===== config.mk =====
export PLATFORM = sky130hd
export DESIGN_NAME = fp_multiplier
export DESIGN_NICKNAME = d
export VERILOG_FILES = /design/src/rtl/fp32_pkg.sv /design/src/rtl/fp32_mul_core.sv /design/src/rtl/fp_multiplier.sv
export SDC_FILE = /design/constraint.sdc
export NUM_CORES = 2
export LEC_CHECK = 0
export BUFFER_PORTS_ARGS = -buffer_cell sky130_fd_sc_hd__buf_2
export CAP_MARGIN = 20
export CORE_UTILIZATION = 70
export CTS_CLUSTER_SIZE = 8
export DETAILED_ROUTE_END_ITERATION = 6
export PLACE_DENSITY = 0.95
export RECOVER_POWER = 25
export SLEW_MARGIN = 20
export SYNTH_ARGS = -nofsm -noshare
export SYNTH_HDL_FRONTEND = slang
export SYNTH_SLANG_ARGS = --single-unit

===== constraint.sdc =====
create_clock -name clock -period 24.4 [get_ports clock]
set_input_delay 2.44 -clock clock [delete_from_list [all_inputs] [get_ports clock]]
set_output_delay 2.44 -clock clock [all_outputs]
set_load 0.01 [all_outputs]

===== src/rtl/fp32_pkg.sv =====
// Shared definitions for the binary32 multiplier: field widths, exponent
// constants, the canonical quiet NaN, the sequencing FSM states and a
// struct view of a binary32 word for field extraction.
package fp32_pkg;

  localparam int EXP_W   = 8;
  localparam int FRAC_W  = 23;
  localparam int MANT_W  = FRAC_W + 1;  // frac with hidden leading one
  localparam int BIAS    = 127;
  localparam int EXP_MAX = 255;

  localparam logic [31:0] QNAN = 32'h7FC0_0000;

  typedef enum logic [1:0] {
    LOAD_A,
    LOAD_B,
    MUL,
    DONE
  } state_e;

  typedef struct packed {
    logic              sign;
    logic [EXP_W-1:0]  exp;
    logic [FRAC_W-1:0] frac;
  } fp32_t;

endpackage


===== src/rtl/fp32_mul_core.sv =====
// Combinational binary32 multiply: special-case decode, 24x24 significand
// product, single-step normalization and round-to-nearest-even.
// Denormal inputs are treated as zero and underflow flushes to signed zero.
//
// Ports:
//   op_a, op_b : binary32 operands
//   result     : binary32 product
module fp32_mul_core
  import fp32_pkg::*;
(
  input  logic [31:0] op_a,
  input  logic [31:0] op_b,
  output logic [31:0] result
);

  fp32_t a_f;
  fp32_t b_f;
  assign a_f = op_a;
  assign b_f = op_b;

  logic sign;
  logic a_zero, b_zero, a_inf, b_inf, a_nan, b_nan;

  assign sign   = a_f.sign ^ b_f.sign;
  // Exponent field 0 covers both true zero and denormals.
  assign a_zero = (a_f.exp == '0);
  assign b_zero = (b_f.exp == '0);
  assign a_inf  = (a_f.exp == EXP_W'(EXP_MAX)) && (a_f.frac == '0);
  assign b_inf  = (b_f.exp == EXP_W'(EXP_MAX)) && (b_f.frac == '0);
  assign a_nan  = (a_f.exp == EXP_W'(EXP_MAX)) && (a_f.frac != '0);
  assign b_nan  = (b_f.exp == EXP_W'(EXP_MAX)) && (b_f.frac != '0);

  logic [2*MANT_W-1:0] prod;
  assign prod = {1'b1, a_f.frac} * {1'b1, b_f.frac};

  logic               [FRAC_W-1:0] mant;
  logic                            guard;
  logic                            sticky;
  logic                            round_up;
  logic               [MANT_W-1:0] mant_rnd;
  logic signed        [9:0]        exp_norm;
  logic signed        [9:0]        exp_rnd;

  always_comb begin
    // NOTE: every signal gets a default first so no path can infer a latch.
    mant     = '0;
    guard    = 1'b0;
    sticky   = 1'b0;
    round_up = 1'b0;
    mant_rnd = '0;
    exp_norm = '0;
    exp_rnd  = '0;
    result   = '0;

    // Product lies in [1,4); bit 47 set means shift right by one.
    if (prod[47]) begin
      mant   = prod[46:24];
      guard  = prod[23];
      sticky = |prod[22:0];
    end else begin
      mant   = prod[45:23];
      guard  = prod[22];
      sticky = |prod[21:0];
    end

    // 10-bit signed so both overflow past 255 and underflow below 1 are visible.
    exp_norm = 10'(a_f.exp) + 10'(b_f.exp) + 10'(prod[47]) - 10'(BIAS);

    // Ties go to even: round up on guard unless exactly halfway with even lsb.
    round_up = guard & (sticky | mant[0]);
    mant_rnd = {1'b0, mant} + MANT_W'(round_up);
    // A carry-out leaves the fraction all-zero, so only the exponent moves.
    exp_rnd  = exp_norm + 10'(mant_rnd[FRAC_W]);

    if (a_nan || b_nan || (a_inf && b_zero) || (b_inf && a_zero)) begin
      result = QNAN;
    end else if (a_inf || b_inf) begin
      result = {sign, EXP_W'(EXP_MAX), {FRAC_W{1'b0}}};
    end else if (a_zero || b_zero) begin
      result = {sign, 31'd0};
    end else if (exp_rnd >= 10'sd255) begin
      result = {sign, EXP_W'(EXP_MAX), {FRAC_W{1'b0}}};
    end else if (exp_rnd <= 10'sd0) begin
      result = {sign, 31'd0};
    end else begin
      result = {sign, exp_rnd[7:0], mant_rnd[FRAC_W-1:0]};
    end
  end

endmodule


===== src/rtl/fp_multiplier.sv =====
// Sequential binary32 multiplier sharing one 32-bit operand bus. A free-
// running FSM captures operand A, then operand B on the next cycle, registers
// the product on the third edge and pulses ready for one cycle afterwards.
//
// Ports:
//   clock   : rising-edge clock
//   nreset  : asynchronous active-low reset
//   a       : operand bus (A then B on consecutive cycles)
//   product : registered binary32 product, held until the next result
//   ready   : one-cycle pulse while a new product is presented
module fp_multiplier
  import fp32_pkg::*;
(
  input  logic        clock,
  input  logic        nreset,
  input  logic [31:0] a,
  output logic [31:0] product,
  output logic        ready
);

  state_e      state_q, state_d;
  logic [31:0] op_a_q, op_a_d;
  logic [31:0] op_b_q, op_b_d;
  logic [31:0] product_q, product_d;
  logic        ready_q, ready_d;
  logic [31:0] mul_result;

  fp32_mul_core u_core (
    .op_a   (op_a_q),
    .op_b   (op_b_q),
    .result (mul_result)
  );

  // State register.
  always_ff @(posedge clock or negedge nreset) begin
    if (!nreset) begin
      state_q <= LOAD_A;
    end else begin
      // NOTE: non-blocking assignments so every flop samples pre-edge values.
      state_q <= state_d;
    end
  end

  // Next-state logic: the sequence free-runs with no handshake.
  always_comb begin
    state_d = state_q;
    case (state_q)
      LOAD_A:  state_d = LOAD_B;
      LOAD_B:  state_d = MUL;
      MUL:     state_d = DONE;
      DONE:    state_d = LOAD_A;
      default: state_d = LOAD_A;
    endcase
  end

  // Output/datapath logic: decides what each register loads this cycle.
  always_comb begin
    op_a_d    = op_a_q;
    op_b_d    = op_b_q;
    product_d = product_q;
    ready_d   = 1'b0;
    case (state_q)
      LOAD_A: op_a_d = a;
      LOAD_B: op_b_d = a;
      MUL: begin
        product_d = mul_result;
        // Registered so ready rises with product and lasts through DONE.
        ready_d   = 1'b1;
      end
      default: ;
    endcase
  end

  always_ff @(posedge clock or negedge nreset) begin
    if (!nreset) begin
      op_a_q    <= '0;
      op_b_q    <= '0;
      product_q <= '0;
      ready_q   <= 1'b0;
    end else begin
      op_a_q    <= op_a_d;
      op_b_q    <= op_b_d;
      product_q <= product_d;
      ready_q   <= ready_d;
    end
  end

  assign product = product_q;
  assign ready   = ready_q;

endmodule


### Word-level counts from Yosys, hierarchy flattened

Index checks and enable logic that the tools add are counted.

* register bits after elaboration: 99
* input port bits: 34
* output and inout bits: 33
* word-level logic and storage cells: 51

* add/sub/neg operators: 5
* $mul: 1
* magnitude comparators: 2
* equal/unequal tests: 5
* muxes and demuxes: 10
* bitwise logic cells: 3
* reduce and logical (&&, ||, !) cells: 20

Operators by type and width (number)
* $mux 31: 4
* $mul 24x24->48: 1
* $logic_not 23->1: 2
* $reduce_bool 23->1: 2
* $mux 32: 1
* $add 23x1->24: 1
* $mux 23: 1
* $reduce_or 23->1: 1
* $reduce_or 22->1: 1
* $add 10x1->10: 2
* $eq 8x8->1 const B: 2
* $logic_not 8->1: 2
* $ge 10x9->1 const B: 1
* $le 10x1->1 const B: 1
* $sub 10x7->10 const B: 1
* $add 8x8->9: 1
* $pmux 2 s4: 1
* $logic_and 1x1->1: 6
* $logic_or 1x1->1: 5
* $eq 2x2->1 const B: 2
* $mux 1: 3
* $eq 2x1->1 const B: 1
* $logic_not 2->1: 1
* $and 1x1->1: 1
* other kinds (2): 2

### Longest topological paths before layout

* word-level depth: 13
* gate-level depth with buffers: 45
* gate-level depth less buffers: 40

### Hierarchy

A second synthesis with hierarchy kept.

* cell total of the unflattened synthesis: 2759
* area, all modules: 25373.1 um^2

Modules (own cells, without submodules)
* fp32_mul_core: instances 1, cells each 2544, area each 21186.6 um^2, sequential area each 0.0 um^2
* fp_multiplier: instances 1, cells each 215, area each 4186.5 um^2, sequential area each 2477.4 um^2

### Worst setup path before layout

Ideal clock, no wire load.

* kind: reg2reg
* start: reg op_b_q[4]
* end: reg product_q[3] (netlist: product[3])
* setup time: 65 ps
* arrival time: 11292 ps
* required time: 24335 ps
* path slack: 13043 ps
* stages on the path, launching flop included: 43
* buffers on the path: 5
* period minus slack after synthesis: 11357 ps
* path through: dfrtp_1 clkbuf_1 clkbuf_1 nand2_1 fa_1 inv_1 fa_1 inv_1 fa_1 inv_1 fa_1 inv_1 fa_1 inv_1 fa_1 inv_1 fa_1 inv_1 (+7 left out) or4_1 buf_2 nor3_1 nand4_1 nor4_1 ha_1 inv_1 fa_1 or2_2 or3_1 nor3_1 o211ai_1 o22a_1 a2111oi_2 nand2_1 clkbuf_1 a2111oi_0 a21o_1

* word-level cells in the longest chain between the ends: 13
* elaborated cells between the ends (all ways): 28
* classes of those cells: add/sub: 4; mul: 1; order compare: 2; mux: 8; bitwise: 2; reduce/logical: 11

RTL lines
* start: declaration: RTL line fp_multiplier.sv:23 `logic [31:0] op_b_q, op_b_d;`
* start signal: assignment: RTL line fp_multiplier.sv:82 `op_b_q <= op_b_d;`
* $mul 24x24->48: RTL line fp32_mul_core.sv:34 `assign prod = {1'b1, a_f.frac} * {1'b1, b_f.frac};`
* $reduce_or 23->1 or $reduce_or 22->1 (tied branches): RTL line fp32_mul_core.sv:59, fp32_mul_core.sv:63
* $mux 1: RTL line fp32_mul_core.sv:56 `if (prod[47]) begin`
* $or 1x1->1: RTL line fp32_mul_core.sv:70 `round_up = guard & (sticky | mant[0]);`
* $and 1x1->1: RTL line fp32_mul_core.sv:70
* $add 23x1->24: RTL line fp32_mul_core.sv:71 `mant_rnd = {1'b0, mant} + MANT_W'(round_up);`
* $add 10x1->10: RTL line fp32_mul_core.sv:73 `exp_rnd = exp_norm + 10'(mant_rnd[FRAC_W]);`
* $le 10x1->1: RTL line fp32_mul_core.sv:83 `end else if (exp_rnd <= 10'sd0) begin`
* $mux 31: RTL line fp32_mul_core.sv:83
* $mux 31: RTL line fp32_mul_core.sv:81 `end else if (exp_rnd >= 10'sd255) begin`
* $mux 31: RTL line fp32_mul_core.sv:79 `end else if (a_zero || b_zero) begin`
* $mux 31: RTL line fp32_mul_core.sv:77 `end else if (a_inf || b_inf) begin`
* $mux 32 (*): RTL line fp32_mul_core.sv:75 `if (a_nan || b_nan || (a_inf && b_zero) || (b_inf && a_zero)) begin`
* end signal: assignment: RTL line fp_multiplier.sv:83 `product_q <= product_d;`
* end: declaration: RTL line fp_multiplier.sv:24 `logic [31:0] product_q, product_d;`

Mark *: on every way between the ends. The rest lies on a longest branch, timed or not.
A chain may end at the register's enable or synchronous reset.

### Worst setup path in the final report

* start: reg op_b_q[8]
* end: reg product_q[5] (netlist: product[5])

Same word-level chain as after synthesis.

==> metrics.cfg <==
[synth]
synth_edf_count = 0
ys.flop_type = dfrtp_1
synth_cells = 2859
avgSynthCellArea_um2 = 8.79
syn_nets = 3567
ys_top_cells_by_area = fa_1, dfrtp_1, ha_1
synth_top_area_share_pct = 38.5
ys_warn_count = 0
yosysUniqueCellTypes = 73
yosysSeqAreaShare_pct = 9.86
syn-cell-area_um2 = 25100
synth_top_area_cell = fa_1
async_flop_share_pct = 100
synth-seq-cells = 99

[sta]
rsz0062_at_grt = no
fin_crit_sh_pct = 57.5
tightest_slew_ns = 1.27
tns_ns = 0
period_needed_ns = 14.04
finalHoldViolCount = 0
slew_violations = 0
fin_skew_ns = 0.0174
fmaxAchievable_mhz = 71.2
worst_slew_margin_rel_pct = 15.4
setup_viol = 0

[clock_network]
htreeDepth = 3
numClockSinks = 99
clk_pin_slew_ns = 0.09
hold_buffers = 0
cts_resized = 0
clock_path_buffers = 2
cts_made_buffers = 9
cts-root-buf = clkbuf_16
clock_latency_ns = 0.40
cts_setup_buffers = 0
cts_tree = yes

[global_routing]
grt_pass1_vias = 23300
overflow = 0
grt_first_pass_wirelength_mm = 122
grt_max_degree = 54
antenna_found_initial = 2
grt_util_all_layers_pct = 43.7

[critical_path]
cp_top_family = adder cells
critPathCaptureType = flip-flop
start_kind = flip-flop
crit_type = flip-flop to flip-flop
crit_required_ns = 24.73
critical_path_buf_inv_count = 8
path_depth = 38
crit_slowest_cell = dfrtp_1
cp_common_cell = fa_1
cp.arrival_ns = 14.37
critPathMaxFanout = 26
reg2reg_depth = 38
cpPeakStageDelay_ns = 0.87

[routing]
dr.pass1.iters = 6
post_drt_via_cell_ratio = 6.52
wirelength_mm = 76.5
wl_per_cell_um = 23.3
drc = 0
final_antenna_net_count = 0
via_count = 21400
drt_iter0_markers = 2353

[outcome]
status = finished, final reports clean

[placed_design]
dp_cells = 3267
place_congestion = 1.02
portBuffers = 66
dp_hpwl_mm = 58.0

[run]
maxCapViolCount = 0

[layout]
final_cell_mix = inv_1, fa_1, nand2_1
layout_commonest_cell = inv_1
drive_above_1_share_pct = 5.77
nNetsFinal = 3526
instances_no_fill = 3285
num-fill-cells = 2356
areaGrowthSynthToFinish_pct = 3.33

[die]
die_x_um = 192
core_area_um2 = 35500
die_h_um = 192
num_rows = 69
initial_utilization_pct = 70.8
die-area_um2 = 36700
io_pins = 67

[hold_path]
hp-class = flip-flop to flip-flop
min_path_cells = 1

metal layers:
layer	global-route usage [%]	routed length (µm)	up-vias
li1	-	-	8774
met1	50.7	25300	10400
met2	69.0	34900	1688
met3	14.0	9910	577
met4	30.2	6260	2
met5	0.962	16	-
state kept, by name, indices dropped and copies added (netlist names):
name,flops
state_q,2
op_b_q,32
product,32
ready,1
op_a_q,32
through the flow:
step                cell area (µm²)  setup slack (ns)  util [%]  hold WS, ns
finish                        26000             10.36      73.2        0.498
global route                  26000              9.60      73.2        0.508
CTS                           26000             10.67      73.2        0.496
detailed placement            25700             10.75      72.3        0.471
global placement              25700             11.08      72.3        0.470
floorplan                     25100             13.04         -        0.501
cells by family (layout without fill, tap and decap cells):
logic type               Yosys count  in the layout  synth area share [%]
AO/OA/AOI/OAI                    315            315                  8.36
XOR/XNOR                          61             61                  2.13
adder cells (fa/ha/maj)          674            674                  48.0
buffers and inverters            742            706                  11.1
flip-flops                        99             99                  9.86
multiplexers                      59             59                  2.61
other                              0              1                     0
AND/OR/NAND/NOR                  909            909                  17.9
synthesized netlist by cell type, types with 39 or more instances:
| cell type | number |
|---|---|
| nor2_1 | 109 |
| clkbuf_1 | 126 |
| o21ai_0 | 65 |
| nor3_1 | 43 |
| fa_1 | 484 |
| mux2_2 | 52 |
| ha_1 | 190 |
| and2_1 | 254 |
| xnor2_1 | 39 |
| dfrtp_1 | 99 |
| nand2_1 | 354 |
| inv_1 | 601 |
| a21oi_1 | 73 |
worst register-to-register path: cells and delay by family, from the launching register on:
family / cells / cell delay (ns)
adders and majority gates: 10 / 4.58
and+or+nand+nor: 9 / 3.95
xor gates and xnor gates: 1 / 0.23
DFF: 1 / 0.87
buffers and inverters: 8 / 1.14
AOI/OAI and AO/OA: 10 / 3.19
layout make-up:
| type | instances | area (µm²) | share of cell area [%] |
|---|---|---|---|
| clock buffers | 9 | 225 | 0.867 |
| diodes | 1 | 2.50 | 0.00963 |
| flip-flops and latches | 99 | 2480 | 9.56 |
| repair buffers | 85 | 455 | 1.75 |
| well taps | 461 | 577 | 2.22 |
| clock inverters | 7 | 86.3 | 0.332 |
| multi-input cells | 2018 | 19900 | 76.5 |
| inverters | 605 | 2270 | 8.74 |
path summary, 6_finish.rpt:
check                             from     endpoint  slack (ns)
min in group asynchronous       nreset   op_b_q[28]        2.06
hold reg to reg            product[12]  product[12]        0.50
setup / recovery             op_b_q[8]   product[5]       10.36
setup reg to reg             op_b_q[8]   product[5]       10.36
max in group asynchronous       nreset    op_b_q[1]       21.19
hold / removal             product[12]  product[12]        0.50
Power is left out: the tool's default activity adds up to more than one toggle a clock period on the data nets, which glitch-free logic cannot reach.
